--- config.mk ---
export PLATFORM = sky130hd
export DESIGN_NAME = sd_cmd_framer
export DESIGN_NICKNAME = d
export VERILOG_FILES = /design/src/rtl/sd_cmd_framer.sv
export SDC_FILE = /design/constraint.sdc
export NUM_CORES = 1
export LEC_CHECK = 0
export ABC_CLOCK_PERIOD_IN_PS = 4100
export BUFFER_PORTS_ARGS = -buffer_cell sky130_fd_sc_hd__buf_2
export CORE_UTILIZATION = 35
export DETAILED_ROUTE_END_ITERATION = 8
export HOLD_SLACK_MARGIN = 0.03
export PLACE_DENSITY = 0.59
export SLEW_MARGIN = 15
export SYNTH_ARGS = -nofsm -noshare
export SYNTH_HDL_FRONTEND = slang
export SYNTH_SLANG_ARGS = --single-unit
--- constraint.sdc ---
create_clock -name clk -period 4.1 [get_ports clk]
set_input_delay 0.205 -clock clk [delete_from_list [all_inputs] [get_ports clk]]
set_output_delay 0.205 -clock clk [all_outputs]
set_load 0.01 [all_outputs]
--- src/rtl/sd_cmd_framer.sv ---
// SD-card SPI-mode command framer: builds the 6-byte command frame with CRC7,
// drives the byte-level SPI controller through a write and a response read.
module sd_cmd_framer #(
  parameter int MEMORY_SIZE_IN_BYTES = 64,
  parameter int RESP_WINDOW          = 8,
  localparam int AW                  = $clog2(MEMORY_SIZE_IN_BYTES)
) (
  input  logic          clk,
  input  logic          rst,
  input  logic          cmd_start,
  input  logic [5:0]    cmd_index,
  input  logic [31:0]   cmd_arg,
  output logic          busy,
  output logic          rsp_valid,
  output logic [7:0]    rsp_r1,
  output logic          rsp_timeout,
  output logic          spi_start,
  output logic          spi_op,
  output logic [AW-1:0] spi_size,
  output logic [7:0]    spi_data_in,
  input  logic [AW-1:0] spi_address,
  input  logic [7:0]    spi_data_out,
  input  logic          spi_wr,
  input  logic          spi_done
);

  typedef enum logic [2:0] {
    IDLE,
    CRC,
    TX_START,
    TX_WAIT,
    RX_START,
    RX_WAIT,
    RESP
  } state_t;

  state_t        state_q, state_d;
  logic [5:0]    idx_q, idx_d;
  logic [31:0]   arg_q, arg_d;
  logic [6:0]    crc_q, crc_d;
  logic [6:0]    crc7_q, crc7_d;
  logic [5:0]    cnt_q, cnt_d;
  logic          found_q, found_d;
  logic [7:0]    r1_q, r1_d;
  logic          busy_q, busy_d;
  logic          valid_q, valid_d;
  logic          timeout_q, timeout_d;
  logic          start_q, start_d;
  logic          op_q, op_d;
  logic [AW-1:0] size_q, size_d;

  logic [39:0]   frameBits;
  logic          crcFeedback;
  logic [6:0]    crcShifted;

  // The first five frame bytes as one MSB-first bit stream feeding the CRC.
  assign frameBits   = {2'b01, idx_q, arg_q};
  assign crcFeedback = frameBits[cnt_q] ^ crc_q[6];
  assign crcShifted  = {crc_q[5:0], 1'b0} ^ (crcFeedback ? 7'h09 : 7'h00);

  always_ff @(posedge clk or posedge rst) begin
    if (rst) begin
      state_q   <= IDLE;
      idx_q     <= '0;
      arg_q     <= '0;
      crc_q     <= '0;
      crc7_q    <= '0;
      cnt_q     <= '0;
      found_q   <= 1'b0;
      r1_q      <= 8'hFF;
      busy_q    <= 1'b0;
      valid_q   <= 1'b0;
      timeout_q <= 1'b0;
      start_q   <= 1'b0;
      op_q      <= 1'b0;
      size_q    <= '0;
    end else begin
      state_q   <= state_d;
      idx_q     <= idx_d;
      arg_q     <= arg_d;
      crc_q     <= crc_d;
      crc7_q    <= crc7_d;
      cnt_q     <= cnt_d;
      found_q   <= found_d;
      r1_q      <= r1_d;
      busy_q    <= busy_d;
      valid_q   <= valid_d;
      timeout_q <= timeout_d;
      start_q   <= start_d;
      op_q      <= op_d;
      size_q    <= size_d;
    end
  end

  always_comb begin
    state_d = state_q;
    idx_d   = idx_q;
    arg_d   = arg_q;
    crc_d   = crc_q;
    crc7_d  = crc7_q;
    cnt_d   = cnt_q;
    found_d = found_q;
    r1_d    = r1_q;

    unique case (state_q)
      IDLE: begin
        if (cmd_start) begin
          idx_d   = cmd_index;
          arg_d   = cmd_arg;
          crc_d   = '0;
          cnt_d   = 6'd39;
          found_d = 1'b0;
          r1_d    = 8'hFF;
          state_d = CRC;
        end
      end
      CRC: begin
        crc_d = crcShifted;
        cnt_d = cnt_q - 6'd1;
        if (cnt_q == 6'd0) begin
          crc7_d  = crcShifted;
          state_d = TX_START;
        end
      end
      TX_START: state_d = TX_WAIT;
      TX_WAIT: begin
        if (spi_done) state_d = RX_START;
      end
      RX_START: state_d = RX_WAIT;
      RX_WAIT: begin
        // A byte arriving together with done is still considered for R1.
        if (spi_wr && !found_q && !spi_data_out[7]) begin
          r1_d    = spi_data_out;
          found_d = 1'b1;
        end
        if (spi_done) state_d = RESP;
      end
      RESP:    state_d = IDLE;
      default: state_d = IDLE;
    endcase
  end

  // Outputs are registered from the next state so they line up with it.
  always_comb begin
    busy_d    = (state_d != IDLE);
    start_d   = (state_d == TX_START) || (state_d == RX_START);
    valid_d   = (state_d == RESP);
    timeout_d = (state_d == RESP) && !found_d;
    op_d      = (state_d == TX_START) || (state_d == TX_WAIT);
    size_d    = size_q;
    if ((state_d == TX_START) || (state_d == TX_WAIT)) begin
      size_d = AW'(5);
    end else if ((state_d == RX_START) || (state_d == RX_WAIT)) begin
      size_d = AW'(RESP_WINDOW - 1);
    end
  end

  always_comb begin
    spi_data_in = 8'hFF;
    case (spi_address)
      AW'(0):  spi_data_in = {2'b01, idx_q};
      AW'(1):  spi_data_in = arg_q[31:24];
      AW'(2):  spi_data_in = arg_q[23:16];
      AW'(3):  spi_data_in = arg_q[15:8];
      AW'(4):  spi_data_in = arg_q[7:0];
      AW'(5):  spi_data_in = {crc7_q, 1'b1};
      default: spi_data_in = 8'hFF;
    endcase
  end

  assign busy        = busy_q;
  assign rsp_valid   = valid_q;
  assign rsp_r1      = r1_q;
  assign rsp_timeout = timeout_q;
  assign spi_start   = start_q;
  assign spi_op      = op_q;
  assign spi_size    = size_q;

endmodule

Word level (Yosys, flattened, before mapping)
Index checks and enable logic that the tools add are counted.
Widths: inputs -> output; s select.

storage, ports and cells
  flip-flop bits (word level) = 81
  latch bits = 0
  RAM bits = 0
  memory bits (read-only) = 0
  input port bits = 57
  memories = 0

operators by class
  add/subtract/negate cells = 1
  multipliers = 0
  divide/modulo/power cells = 0
  magnitude comparators = 1
  equal/unequal tests = 17
  shifts and indexed selects = 0
  multiplexer cells = 21
  bitwise logic cells = 2
  reductions and logical operators = 20

operators with widths
  operator             count
  $pmux 8 s6           1
  $mux 6               3
  $pmux 3 s6           1
  $mux 8               2
  $pmux 8 s2           1
  $eq 3x3->1 const B   5
  $pmux 7 s2           1
  $eq 3x2->1 const B   4
  $eq 6x2->1 const B   2
  $eq 6x3->1 const B   2
  $logic_not 6->1      2
  $mux 3               4
  $pmux 6 s2           1
  $lt 6x7->1 const B   1
  $mux 7               1
  $xor 7x4->7          1
  $bmux 1 s6           1
  $eq 6x1->1 const B   1
  $reduce_and 2->1     3
  $reduce_bool 2->1    3
  $sub 6x1->6 const B  1
  $mux 4               1
  $ne 2x2->1 const B   2
  $eq 3x1->1 const B   1
  9 further kinds      17

Longest topological paths before layout
  depth in word-level cells = 7
  gate-level depth with buffers = 9
  mapped depth without buffers = 7

Worst setup path before layout
No wires, ideal clock.

  kind = reg-to-reg
  start point = reg cnt_q[0]
  end point = reg crc7_q[0]
  arrival = 1.937 ns
  data required time = 3.975 ns
  setup slack = 2.039 ns
  cell stages (with the launch flop) = 9
  clock period less this slack = 2.061 ns
  cells stage by stage = dfrtp_1 > buf_6 > buf_8 > mux4_2 > a221oi_2 > o21ai_2 > o31a_4 > xor2_1 > mux2_2

between the ends
  word-level cells in the longest chain between the ends = 5
  elaborated cells between the ends (all ways) = 7
  classes of those cells = mux (3); bitwise (2); reduce/logical (2)

RTL lines
  element                       line  source
  start: declaration            42    logic [5:0] cnt_q, cnt_d;
  start signal: assignment      83    cnt_q <= cnt_d;
  $bmux 1 s6                    58    assign crcFeedback = frameBits[cnt_q] ^ crc_q[6];
  $mux 1 (implied by the code)  58
  $xor 1x1->1                   58
  $mux 4                        59    assign crcShifted = {crc_q[5:0], 1'b0} ^ (crcFeedback ? 7'h09 : 7'h00);
  $xor 7x4->7                   59
  end signal: assignment        82    crc7_q <= crc7_d;
  end: declaration              41    logic [6:0] crc7_q, crc7_d;

Parallel ways exist; a longest one is shown, timed or not. The select of a mux whose other input is x is not followed.
A chain may end at the register's enable or synchronous reset.

Worst setup path after layout
Same ends and word-level chain as after synthesis.

==> flow_summary.yaml <==
yosys:
  synth_compound_area_share_pct: 13.6
  yosys.area_share.simple_pct: 20.4
  synth-main-ff-cell: "dfrtp_1"
  synth_top_family_by_area: "simple AND/OR/NAND/NOR gates"
  ys_types: 53
  synth_xor_area_share_pct: 0.682
  synth-async-reset-ratio_pct: 100
  syn_avg_cell_area_um2: 9.54
  synth_area_um2: 3850
  ys_seq_elements: 77
  synthAdderAreaFrac_pct: 0.649
  synth_edf_count: 0
  synth_cells: 404
  yosysSeqAreaShare_pct: 50.3
  synthMuxAreaShare_pct: 9.55
  yosysWarningCount: 0
final_layout:
  num-nets-final: 567
  area_growth_pct: 27.0
  final_common_cell: "nand2_1"
  drive_above_1_share_pct: 24.6
  filler_cell_count: 989
  seqCellArea_um2: 1940
  n_antenna_cell: 0
  multiInputGateArea_um2: 1750
  mostFrequentLayoutCells: "nand2_1 (127), buf_2 (80), dfrtp_1 (69)"
worst_setup_path:
  arrival_ns: 2.71
  r2r-end: "crc7_q[0]$_DFFE_PP0P_"
  rrSetupSlack_ns: 1.65
  rr_worst_depth: 5
  worstSetupPathType: "register to register"
  crit_path_start_kind: "register"
  setup.worst_path.end_class: "register"
  crit_path_max_fanout: 14
  crit_required_ns: 4.36
  reg2reg_from: "cnt_q[0]$_DFFE_PP0P_"
timing:
  tightestPinTransition_ns: 0.997
  drv_slew: 0
  max-slew-margin-rel_pct: 33.3
  setup_violations: 0
  layout_min_cycle_time_ns: 2.45
  hold_viol_final: 40
  fin_hold_ws_ns: -0.0331
  fin_tns_setup_ns: 0
  rsz0062_at_grt: "no"
  finClkSkew_ns: 0.0110
  period_share_pct: 59.8
  fmaxAchievable_mhz: 408
detailed_routing:
  ant_nets: 0
  dr.max_layer_used: "met4"
  dr.pass1.iters: 4
  met3_length_um: 561
  post_drt_wl_per_cell_um: 15.4
  drc: 0
  viasPerCell: 5.04
  vias: 3270
  met1Wirelength_mm: 4.73
  wirelength_mm: 10.0
  drtIter0Drc: 290
  wl_met2_mm: 4.52
power:
  p_total_mw: 3.19
  comb_power_share_pct: 35.2
  p_sw_mw: 1.22
  p_per_area_nw_per_um2: 651
  p_leak_nw: 2.37
  clockPowerShare_pct: 19.0
  max-vdd-ir-drop_mv: 0.285
  seqPwrFrac_pct: 45.8
  internal-power_mw: 1.97
  swShare_pct: 38.3
die:
  die-width_um: 107
  die_area_um2: 11400
  rows: 37
  ios: 84
  core_area_um2: 10500
  initial_core_util_pct: 36.7
  die_h_um: 107
cts:
  cts_buffers: 9
  htreeDepth: 3
  cts_tree: "done"
  insertion_delay_ns: 0.37
  clkSinkCount: 77
  postCtsResizedCells: 0
  clockBufferDepth: 2
  root_buffer: "clkbuf_8"
  clkTransAtPathRegs_ns: 0.08
place:
  port_buffers: 80
  gp_congestion: 0.828
  dpl.hpwl_mm: 7.03
global_routing:
  grt_max_degree: 50
  grt_first_pass_wirelength_mm: 16.8
  antenna_found_initial: 0
  overflow: 0
  grt_usage_pct: 19.3
  grt_pass1_vias: 3281
run:
  maxCapViolCount: 0
hold_path:
  hold_path_class: "input pin to asynchronous set/reset pin"
run_status:
  failed_checks: "negative hold slack"
  status: "complete, but fails checks"
==> what timing repair did <==
action                                  CTS  global route
hold buffers                             36             0
buffers inserted                          0             0
endpoints found under the setup margin    0             0
hold endpoints to repair                 36             0
==> power groups by stage <==
stage / Clock [mW] / Sequential [mW] / Combinational (mW)
6_report: 0.606 / 1.46 / 1.12
4_1_cts: 0.628 / 1.45 / 1.13
3_3_place_gp: 0 / 1.46 / 1.07
5_1_grt: 0.663 / 1.51 / 1.26
3_5_place_dp: 0 / 1.46 / 1.10
2_1_floorplan: 0 / 1.30 / 0.937
==> through the flow <==
| step | cell area [um2] | std cells | hold slack, ns | util, % | setup slack (ns) |
|---|---|---|---|---|---|
| after global placement | 4320 | 597 | 0.396 | 41.1 | 1.70 |
| after detailed placement | 4320 | 597 | 0.397 | 41.1 | 1.66 |
| after global routing | 4900 | 649 | 0.0396 | 46.6 | 1.55 |
| after CTS | 4890 | 649 | 0.0326 | 46.6 | 1.66 |
| final | 4900 | 649 | -0.0331 | 46.6 | 1.65 |
| after floorplan | 3860 | 406 | 0.310 | - | 1.94 |
==> cell usage after synthesis (3+ instances only) <==
cell        n  area (um2)
mux2_2      8        90.1
a31oi_1     3        18.8
a22o_1      9        78.8
dfrtp_1    69        1730
mux2i_1     9        90.1
nor2b_1     5        31.3
nor3b_1     6        45.0
a21oi_1    14        70.1
nand3b_1    3        22.5
dfstp_2     8         210
o221ai_1    3        26.3
buf_4       4        30.0
a211oi_1    9        67.6
nor3_1      4        20.0
inv_1      10        37.5
a22oi_1     3        22.5
clkbuf_1   20        75.1
mux4_2      6         135
nand2_1   127         477
nor2_1     29         109
o21ai_0    10        50.1
nand3_1     3        15.0
a221oi_1    3        26.3
==> cells by family (layout without fill, tap and decap cells) <==
logic type	count (synthesis)	after routing
simple gates	186	186
flops	77	77
compound gates	71	71
buf+inv	39	146
mux	25	25
xor+xnor	3	3
fa+ha+maj	2	2
other cells	1	3
==> layout make-up <==
class / count / share of cell area [%]
timing repair buffer: 119 / 16.0
multi-input combinational: 290 / 35.8
sequential: 77 / 39.6
tap: 136 / 3.48
clock buffer: 12 / 3.17
inverter: 11 / 0.869
clock inverter: 4 / 1.15
==> registers in the layout, summed over array words and instances (netlist names) <==
name and flops:
arg_q 32, busy 1, cnt_q 6, crc7_q 7, crc_q 7, found_q 1, idx_q 6, rsp_r1 8
rsp_timeout 1, rsp_valid 1, spi_op 1, spi_size 2, spi_start 1, state_q 3
==> per-layer routing <==
layer	vias up	global-route usage [%]
li1	1589	-
met1	1558	26.5
met2	107	29.4
met3	16	4.74
met4	0	7.34
met5	-	0
==> worst max-delay path, stage by stage (launching register included) <==
cell	delay (ns)
dfrtp_1	0.74
mux4_2	0.58
o2111a_1	0.25
o31a_4	0.37
xor2_1	0.15
mux2_2	0.26
==> how the worst max path moves through the flow <==
stage,from,end,slack (ns)
6_report,cnt_q[0]$_DFFE_PP0P_,crc7_q[0]$_DFFE_PP0P_,1.65
5_1_grt,cnt_q[0]$_DFFE_PP0P_,crc7_q[0]$_DFFE_PP0P_,1.55
4_1_cts,cnt_q[0]$_DFFE_PP0P_,crc7_q[0]$_DFFE_PP0P_,1.66
3_5_place_dp,cnt_q[0]$_DFFE_PP0P_,crc7_q[0]$_DFFE_PP0P_,1.66
3_3_place_gp,cnt_q[0]$_DFFE_PP0P_,crc7_q[0]$_DFFE_PP0P_,1.70
2_1_floorplan,rst,arg_q[0]$_DFFE_PP0P_,1.94
Power figures use the tool's default switching activity.
